`config.mk`:
```
export PLATFORM = sky130hd
export DESIGN_NAME = hazard_forward_unit
export DESIGN_NICKNAME = d
export VERILOG_FILES = /design/src/rtl/hazard_forward_unit.sv
export SDC_FILE = /design/constraint.sdc
export NUM_CORES = 1
export LEC_CHECK = 0
export BUFFER_PORTS_ARGS = -buffer_cell sky130_fd_sc_hd__buf_2
export CAP_MARGIN = 20
export CORE_ASPECT_RATIO = 1.2
export CORE_MARGIN = 1
export CORE_UTILIZATION = 30
export CTS_BUF_LIST = sky130_fd_sc_hd__clkbuf_8
export CTS_CLUSTER_DIAMETER = 100
export CTS_CLUSTER_SIZE = 8
export DETAILED_ROUTE_END_ITERATION = 10
export GPL_ROUTABILITY_DRIVEN = 0
export GPL_TIMING_DRIVEN = 0
export HOLD_SLACK_MARGIN = 0.02
export SYNTH_ARGS = -nofsm -noshare
export SYNTH_HDL_FRONTEND = slang
export SYNTH_SLANG_ARGS = --single-unit
```
`constraint.sdc`:
```
create_clock -name clk -period 5.1 [get_ports clk]
set_input_delay 0.51 -clock clk [delete_from_list [all_inputs] [get_ports clk]]
set_output_delay 0.51 -clock clk [all_outputs]
set_load 0.02 [all_outputs]
```
`src/rtl/hazard_forward_unit.sv`:
```
// ID-stage hazard unit for the 5-stage RV32I pipeline: detects load-use stalls,
// selects operand forwarding sources and counts stall cycles.
module hazard_forward_unit #(
    parameter int CNT_W = 16
) (
    input  logic             clk,
    input  logic             rst,
    input  logic             Branch_ID,
    input  logic             rs1use_ID,
    input  logic             rs2use_ID,
    input  logic [1:0]       hazard_optype_ID,
    input  logic [4:0]       rd_ID,
    input  logic [4:0]       rs1_ID,
    input  logic [4:0]       rs2_ID,
    output logic             PC_EN_IF,
    output logic             reg_FD_EN,
    output logic             reg_FD_flush,
    output logic             reg_DE_flush,
    output logic [1:0]       forward_ctrl_A,
    output logic [1:0]       forward_ctrl_B,
    output logic             forward_ctrl_ls,
    output logic [CNT_W-1:0] stall_cnt
);

    localparam logic [1:0] OP_NONE  = 2'd0;
    localparam logic [1:0] OP_ALU   = 2'd1;
    localparam logic [1:0] OP_LOAD  = 2'd2;
    localparam logic [1:0] OP_STORE = 2'd3;

    localparam logic [1:0] FWD_RF      = 2'd0;
    localparam logic [1:0] FWD_EX_ALU  = 2'd1;
    localparam logic [1:0] FWD_MEM_ALU = 2'd2;
    localparam logic [1:0] FWD_MEM_LD  = 2'd3;

    logic [1:0]       optype_ex_q, optype_ex_d;
    logic [1:0]       optype_mem_q, optype_mem_d;
    logic [4:0]       rd_ex_q, rd_ex_d;
    logic [4:0]       rd_mem_q, rd_mem_d;
    logic [4:0]       rs2_ex_q, rs2_ex_d;
    logic [CNT_W-1:0] stall_cnt_q, stall_cnt_d;

    logic             ld_hit_rs1;
    logic             ld_hit_rs2;
    logic             stall;

    // Forwarding priority: youngest producer (EX) first, then MEM; x0 is never forwarded.
    function automatic logic [1:0] fwd_sel(
        input logic       src_use,
        input logic [4:0] src,
        input logic [1:0] op_ex,
        input logic [4:0] rd_ex,
        input logic [1:0] op_mem,
        input logic [4:0] rd_mem
    );
        logic [1:0] sel;
        sel = FWD_RF;
        if (src_use && (src != 5'd0)) begin
            if ((src == rd_ex) && (op_ex == OP_ALU))
                sel = FWD_EX_ALU;
            else if ((src == rd_mem) && (op_mem == OP_ALU))
                sel = FWD_MEM_ALU;
            else if ((src == rd_mem) && (op_mem == OP_LOAD))
                sel = FWD_MEM_LD;
        end
        return sel;
    endfunction

    always_comb begin
        ld_hit_rs1 = rs1use_ID && (rs1_ID == rd_ex_q);
        // Store data is picked up from MEM load data a cycle later, so stores don't stall on rs2.
        ld_hit_rs2 = rs2use_ID && (rs2_ID == rd_ex_q) && (hazard_optype_ID != OP_STORE);
        stall      = !rst && (optype_ex_q == OP_LOAD) && (rd_ex_q != 5'd0)
                     && (ld_hit_rs1 || ld_hit_rs2);
    end

    always_comb begin
        PC_EN_IF     = !stall;
        reg_FD_EN    = !stall;
        reg_DE_flush = stall;
        // A stalled branch re-resolves next cycle, so its flush is suppressed now.
        reg_FD_flush = Branch_ID && !stall;
    end

    always_comb begin
        forward_ctrl_A  = FWD_RF;
        forward_ctrl_B  = FWD_RF;
        forward_ctrl_ls = 1'b0;
        if (!rst) begin
            forward_ctrl_A  = fwd_sel(rs1use_ID, rs1_ID, optype_ex_q, rd_ex_q,
                                      optype_mem_q, rd_mem_q);
            forward_ctrl_B  = fwd_sel(rs2use_ID, rs2_ID, optype_ex_q, rd_ex_q,
                                      optype_mem_q, rd_mem_q);
            forward_ctrl_ls = (optype_ex_q == OP_STORE) && (optype_mem_q == OP_LOAD)
                              && (rs2_ex_q != 5'd0) && (rs2_ex_q == rd_mem_q);
        end
    end

    always_comb begin
        optype_ex_d  = stall ? OP_NONE : hazard_optype_ID;
        rd_ex_d      = stall ? 5'd0 : rd_ID;
        rs2_ex_d     = stall ? 5'd0 : rs2_ID;
        optype_mem_d = optype_ex_q;
        rd_mem_d     = rd_ex_q;
        stall_cnt_d  = stall_cnt_q;
        if (stall && !(&stall_cnt_q))
            stall_cnt_d = stall_cnt_q + {{(CNT_W-1){1'b0}}, 1'b1};
    end

    always_ff @(posedge clk or posedge rst) begin
        if (rst) begin
            optype_ex_q  <= OP_NONE;
            optype_mem_q <= OP_NONE;
            rd_ex_q      <= 5'd0;
            rd_mem_q     <= 5'd0;
            rs2_ex_q     <= 5'd0;
            stall_cnt_q  <= '0;
        end else begin
            optype_ex_q  <= optype_ex_d;
            optype_mem_q <= optype_mem_d;
            rd_ex_q      <= rd_ex_d;
            rd_mem_q     <= rd_mem_d;
            rs2_ex_q     <= rs2_ex_d;
            stall_cnt_q  <= stall_cnt_d;
        end
    end

    assign stall_cnt = stall_cnt_q;

endmodule

```
==> results.ini, run 1 <==
[floorplan]
num_io_pins = 47
initial_utilization = 0.311
die_width_um = 74.3
row_count = 31
fp.dieH_um = 88.7
die_area_um2 = 6590
core_um2 = 6050

[pwr]
pwr-share-comb = 0.116
power.density_nw_per_um2 = 246
switching_power_uw = 142
power.leakage_uw = 0.000979
peakVddDrop_mv = 0.101
clock_power_share = 0.354
internal_power_uw = 424
seq_power_share = 0.530
p_sw_frac = 0.251

[timing]
tightest_slew_ns = 0.778
setup_tns_ns = 0
rsz0062_at_grt = no
finalCritPeriodShare = 0.515
finalHoldViolCount = 0
clock-skew-final_ns = 0.00639
relSlewSlack = 0.481
finalSetupViolCount = 0
fin_crit_ns = 2.63
slew_violations = 0
fmax_mhz = 381

[synth]
synth_top_area_cell = dfrtp_1
synth-main-ff-cell = dfrtp_1
synthAdderAreaFrac = 0.00666
ys_seq_elements = 35
synth-simple-area-share = 0.256
synth_compound_area_frac = 0.0566
synth.top_cell.area_share = 0.466
ys_async_sr_fraction = 1.00
ys_warn_count = 0
synth_edf_count = 0
syn_avg_cell_area_um2 = 10.4
synth.cell_area_um2 = 1880
synth_top_family_by_area = simple AND/OR/NAND/NOR gates
netlist_instances = 180
synth-seq-area-share = 0.466
syn_nets = 203
synth.mux.area_fraction = 0.0120
synth-xor-area-share = 0.182
yosys-top-cells-area = dfrtp_1, xnor2_1, nand3_1
synthDistinctLibCells = 35

[finish]
filler_cell_count = 651
syn2layout_area_growth_pct = 22.4
final_nets = 256
antennaDiodeCount = 0
final_area_um2 = 2300
final_common_cell = buf_2
final_cell_mix = buf_2, dfrtp_1, xnor2_1
drive_gt1_frac = 0.275

[clocking]
cts_tree = yes
cts-root-buf = clkbuf_8
clock_latency_ns = 0.28
cts_buffers = 5
postCtsHoldBufs = 0
cts_resized = 0
clk_pin_slew_ns = 0.07
clock-sinks = 35
cts_setup_buffers = 0
clock_path_buffers = 2
h-tree-depth = 2

[global_route]
grt_max_degree = 39
antenna_found_initial = 0
grt_pass1_wl_um = 6760
track_usage = 0.139
overflow = 0
grt_pass1_vias = 1473

[routing]
vias = 1519
routed_wl_um = 4220
vias_per_cell = 4.82
wl_per_cell_um = 13.4
drcViolationCount = 0
ant_nets = 0
drtIter0Drc = 48
first_pass_iters = 5

[setup_path]
cp_max_fo = 11
crit_path_cell_trace = or4_4 -> o21ai_4 -> nand2b_2 -> buf_6 -> buf_4 -> buf_2
endpoint_kind = primary output
crit_path_start_kind = register
cpPeakStageDelay_ns = 0.57
worstPathArrival_ns = 2.12
rr_worst_depth = 6
slowest_stage = or4_4
crit_required_ns = 4.59
critPathKind = reg2out

[hold_path]
hp-class = in2async

[place]
placed_cell_area_um2 = 2210
numPortBuffers = 46
dpl.hpwl_um = 3210

[status]
status = completed

[flow_run]
cap_violations = 0

==> synth_stat cells, drive strengths merged (3+ instances only) <==
cell type,number
buf,3
nand3,18
or4,3
nor3,5
xnor2,32
nand2,10
nand4,10
nor2b,3
nor2,9
a2111oi,3
dfrtp,35
and3,4
inv,4
xor2,7
a21oi,3
and2,13
==> worst max-delay path, delay by kind of cell, from the launching register on <==
family	cells	cell delay [ns]
AO/OA/AOI/OAI	1	0.22
buffers and inverters	3	0.39
flip-flops	1	0.42
AND/OR/NAND/NOR	2	0.80
==> power groups by stage <==
stage          Combinational [uW]  Sequential (uW)  Clock, uW
2_1_floorplan                40.8              306          0
3_3_place_gp                 65.7              305          0
3_5_place_dp                 66.4              306          0
4_1_cts                      66.7              300        209
5_1_grt                      73.2              302        222
6_report                     65.5              300        200
==> layer usage <==
metal	GRT usage	share of wire	wire length [um]	up-vias
met1	0.169	0.44	1860	717
met3	0.0353	0.054	229	9
li1	-	-	-	738
met4	0.0669	0.029	124	0
met2	0.230	0.47	2000	55
met5	0	0	0	-
==> state kept, by name, indices dropped and copies added (netlist names) <==
register,count
rd_ex_q,5
rs2_ex_q,5
rd_mem_q,5
stall_cnt,16
optype_mem_q,2
optype_ex_q,2
==> cell families after synthesis <==
group                      Yosys count
and+or+nand+nor                     85
xor gates and xnor gates            39
DFF                                 35
AOI/OAI and AO/OA                   11
buffers and inverters                7
muxes                                2
adders and majority gates            1
==> layout make-up <==
| type | instances | area [um2] | area share |
|---|---|---|---|
| clock buffers | 6 | 82.6 | 0.0359 |
| inverters | 4 | 15.0 | 0.00653 |
| flip-flops and latches | 35 | 876 | 0.381 |
| repair buffers | 46 | 230 | 0.100 |
| multi-input cells | 138 | 965 | 0.419 |
| clock inverters | 1 | 5.00 | 0.00218 |
| well taps | 82 | 103 | 0.0446 |
| plain buffers | 3 | 23.8 | 0.0103 |
==> worst paths after layout <==
check | from | to | slack (ns)
worst min-delay path | rst | rs2_ex_q[4] | 0.37
worst min register to register | optype_ex_q[1] | optype_mem_q[1] | 0.42
max in group asynchronous | rst | rs2_ex_q[3] | 4.21
min in group clk | optype_ex_q[1] | optype_mem_q[1] | 0.42
worst max-delay path | rd_ex_q[1] | reg_FD_EN | 2.47
worst max register to register | stall_cnt[0] | stall_cnt[1] | 3.19
==> through the flow <==
step	utilization	hold WS, ns	setup WS [ns]	cells	total power, uW
floorplan	-	0.386	1.91	180	346
global placement	0.366	0.403	1.97	308	371
detailed placement	0.366	0.406	2.48	308	372
CTS	0.380	0.409	2.43	315	576
global route	0.380	0.417	2.33	315	597
finish	0.380	0.374	2.47	315	566
No activity file was read; power rests on OpenSTA's default activity.
==> inputs of run 2 (changes only) <==
ABC_AREA = 1   (was default)
clock period = 2.25 ns   (was 5.1 ns; I/O delays follow)
==> results.ini, run 2 <==
[status]
status = completed

[routing]
drcViolationCount = 0  ; unchanged
drtIter0Drc = 59  ; +23%
routed_wl_um = 5480  ; +30%
wl_per_cell_um = 12.4  ; -7.6%
vias_per_cell = 4.76  ; -1.3%
first_pass_iters = 4  ; -1
ant_nets = 0  ; unchanged
vias = 2103  ; +38%

[clocking]
cts-root-buf = clkbuf_8
cts_tree = yes
clock_latency_ns = 0.29  ; about the same
clock_path_buffers = 2  ; unchanged
clk_pin_slew_ns = 0.07  ; about the same
cts_buffers = 5  ; unchanged
clock-sinks = 35  ; unchanged
h-tree-depth = 2  ; unchanged

[floorplan]
die_area_um2 = 7630  ; +16%
num_io_pins = 47  ; unchanged
initial_utilization = 0.315  ; +0.00453
fp.dieH_um = 95.5  ; +7.7%
die_width_um = 79.9  ; +7.6%
core_um2 = 6940  ; +15%
row_count = 33  ; +6.5%

[synth]
synth_edf_count = 0  ; unchanged
synth_common_cells = nand2_1, dfrtp_1, inv_1, nor2_1, nand4_1
synth.cell_area_um2 = 2190  ; +16%
netlist_instances = 299  ; +66%
synth_top_area_cell = dfrtp_1
synth.top_cell.area_share = 0.401  ; -0.0654
synthDistinctLibCells = 30  ; -14%
synth-main-ff-cell = dfrtp_1
syn_avg_cell_area_um2 = 7.31  ; -30%
synth-seq-area-share = 0.401  ; -0.0654
yosysMostFrequentCell = nand2_1
ys_seq_elements = 35  ; unchanged
yosys-top-cells-area = dfrtp_1, nand2_1, nand4_1
ys_warn_count = 0  ; unchanged
ys_async_sr_fraction = 1.00  ; unchanged
syn_nets = 322  ; +59%

[timing]
clock-skew-final_ns = 0.0107  ; +0.00430 ns
tightest_slew_ns = 0.292  ; -0.486 ns
fin_crit_ns = 2.10
finalCritPeriodShare = 0.933
fmax_mhz = 476
rsz0062_at_grt = no
finalHoldViolCount = 0  ; unchanged
setup_tns_ns = 0  ; unchanged
relSlewSlack = 0.805  ; +0.324
slew_violations = 0  ; unchanged
timing.final.ws_setup_ns = 0.151  ; -2.32 ns
finalSetupViolCount = 0  ; unchanged

[finish]
largest_reg_flops = 16  ; unchanged
final_common_cell = nand2_1
filler_cell_count = 729  ; +12%
final_cell_mix = nand2_1, buf_2, dfrtp_1
antennaDiodeCount = 0  ; unchanged
final_area_um2 = 2660  ; +15%
drive_gt1_frac = 0.225  ; -0.0493
final_nets = 378  ; +48%
syn2layout_area_growth_pct = 21.5

[setup_path]
rr_worst_depth = 11  ; +5
crit_required_ns = 2.03  ; -2.56 ns
endpoint_kind = primary output
cp_max_fo = 10  ; -1
timing.rr.start = rd_ex_q[1]
worstPathArrival_ns = 1.87  ; -0.25 ns
crit_path_start_kind = register
critPathKind = reg2out
reg2reg_slack_ns = 0.50  ; -2.69 ns
rr_endpoint = stall_cnt[4]

[place]
placed_cell_area_um2 = 2520  ; +14%
place_ws_ns = 0.0455  ; -2.43 ns
dpl.hpwl_um = 4130  ; +29%
numPortBuffers = 46  ; unchanged

[pwr]
total_power_uw = 1320  ; +130%
peakVddDrop_mv = 0.212  ; +110%
power.density_nw_per_um2 = 496  ; +100%
power.leakage_uw = 0.00142  ; +45%

[hold_path]
holdPathEnd = rd_ex_q[4]
hold_depth = 3
hold_start = rd_ID[4]
hp-class = in2reg

[global_route]
overflow = 0  ; unchanged
antenna_found_initial = 0  ; unchanged
grt_pass1_wl_um = 9180  ; +36%
grt_max_degree = 40  ; +2.6%
track_usage = 0.159  ; +0.0200
grt_pass1_vias = 1956  ; +33%

[flow_run]
cap_violations = 0  ; unchanged

-- run 2: cell count changes in the layout (fill, tap and decap cells not counted), moves of 3 or more --
cell,before,now
nand2_1,10,92
inv_1,3,34
nor2_1,9,33
xnor2_1,32,12
nand4_1,10,24
and2_1,13,2
inv_2,1,8
and3_1,4,0
nor2_2,0,4
a2111oi_0,3,0
nand3_1,18,15
nor2b_1,3,0
o22ai_1,0,3
-- run 2: through the flow --
| stage | instances | hold WS, ns | utilization |
|---|---|---|---|
| 5_1_grt | 442 | 0.137 | 0.383 |
| 6_report | 442 | 0.145 | 0.383 |
| 4_1_cts | 439 | 0.118 | 0.377 |
| 3_5_place_dp | 432 | 0.383 | 0.364 |
| 3_3_place_gp | 432 | 0.385 | 0.364 |
| 2_1_floorplan | 299 | 0.331 | - |
-- run 2: kinds of logic (layout without fill, tap and decap cells) --
family                   Yosys count  after routing  share of synthesized area
buffers and inverters             49            105                     0.0956
XOR/XNOR                          18             18                     0.0721
flip-flops                        35             35                      0.401
adder cells (fa/ha/maj)            1              1                    0.00572
AO/OA/AOI/OAI                     13             13                     0.0389
AND/OR/NAND/NOR                  183            183                      0.387
-- run 2: final cells by class --
| type | count | area [um2] | share of cell area |
|---|---|---|---|
| flip-flops and latches | 35 | 876 | 0.330 |
| multi-input cells | 215 | 1100 | 0.416 |
| inverters | 43 | 164 | 0.0617 |
| repair buffers | 49 | 268 | 0.101 |
| plain buffers | 6 | 47.5 | 0.0179 |
| clock buffers | 6 | 82.6 | 0.0311 |
| clock inverters | 1 | 5.00 | 0.00189 |
| well taps | 87 | 109 | 0.0410 |
-- run 2: power breakdown --
part | leakage, uW | internal, uW | switching, uW | total (uW)
combinational | 0.000928 | 67.0 | 111 | 178
sequential | 0.000444 | 653 | 27.2 | 680
clock | 0.0000470 | 240 | 218 | 458
total | 0.00142 | 960 | 356 | 1320
-- run 2: worst max-delay path by stage --
stage | endpoint | start | cells past startpoint
6_report | reg_DE_flush | rd_ex_q[1] | 10
3_3_place_gp | reg_DE_flush | rst | 8
2_1_floorplan | forward_ctrl_B[0] | rst | 5
4_1_cts | reg_DE_flush | rst | 8
3_5_place_dp | reg_DE_flush | rst | 8
5_1_grt | reg_DE_flush | rd_ex_q[0] | 10
-- run 2: critical path, stage by stage, from the launching register on --
cell	delay [ns]
dfrtp_1	0.40
inv_1	0.10
nand2_1	0.07
nand2_1	0.04
nor2_1	0.24
nand4_2	0.15
nand2_4	0.10
nand2_2	0.07
inv_2	0.11
buf_6	0.15
buf_2	0.17
-- run 2: what timing repair did --
| action | CTS | global route |
|---|---|---|
| endpoints found under the hold margin | 0 | 35 |
| resized for setup | 0 | 3 |
| setup buffers | 0 | 1 |
| hold buffers | 0 | 2 |
| setup endpoints to repair | 0 | 3 |
-- run 2: per-layer routing --
layer  global-route usage  wire (um)  vias up  part of all wire
met4               0.0580        107        0             0.020
li1                     -          -     1071                 -
met1                0.191       2310      950              0.42
met5                    0          0        -                 0
met3               0.0335        361       10             0.066
met2                0.279       2700       72              0.49
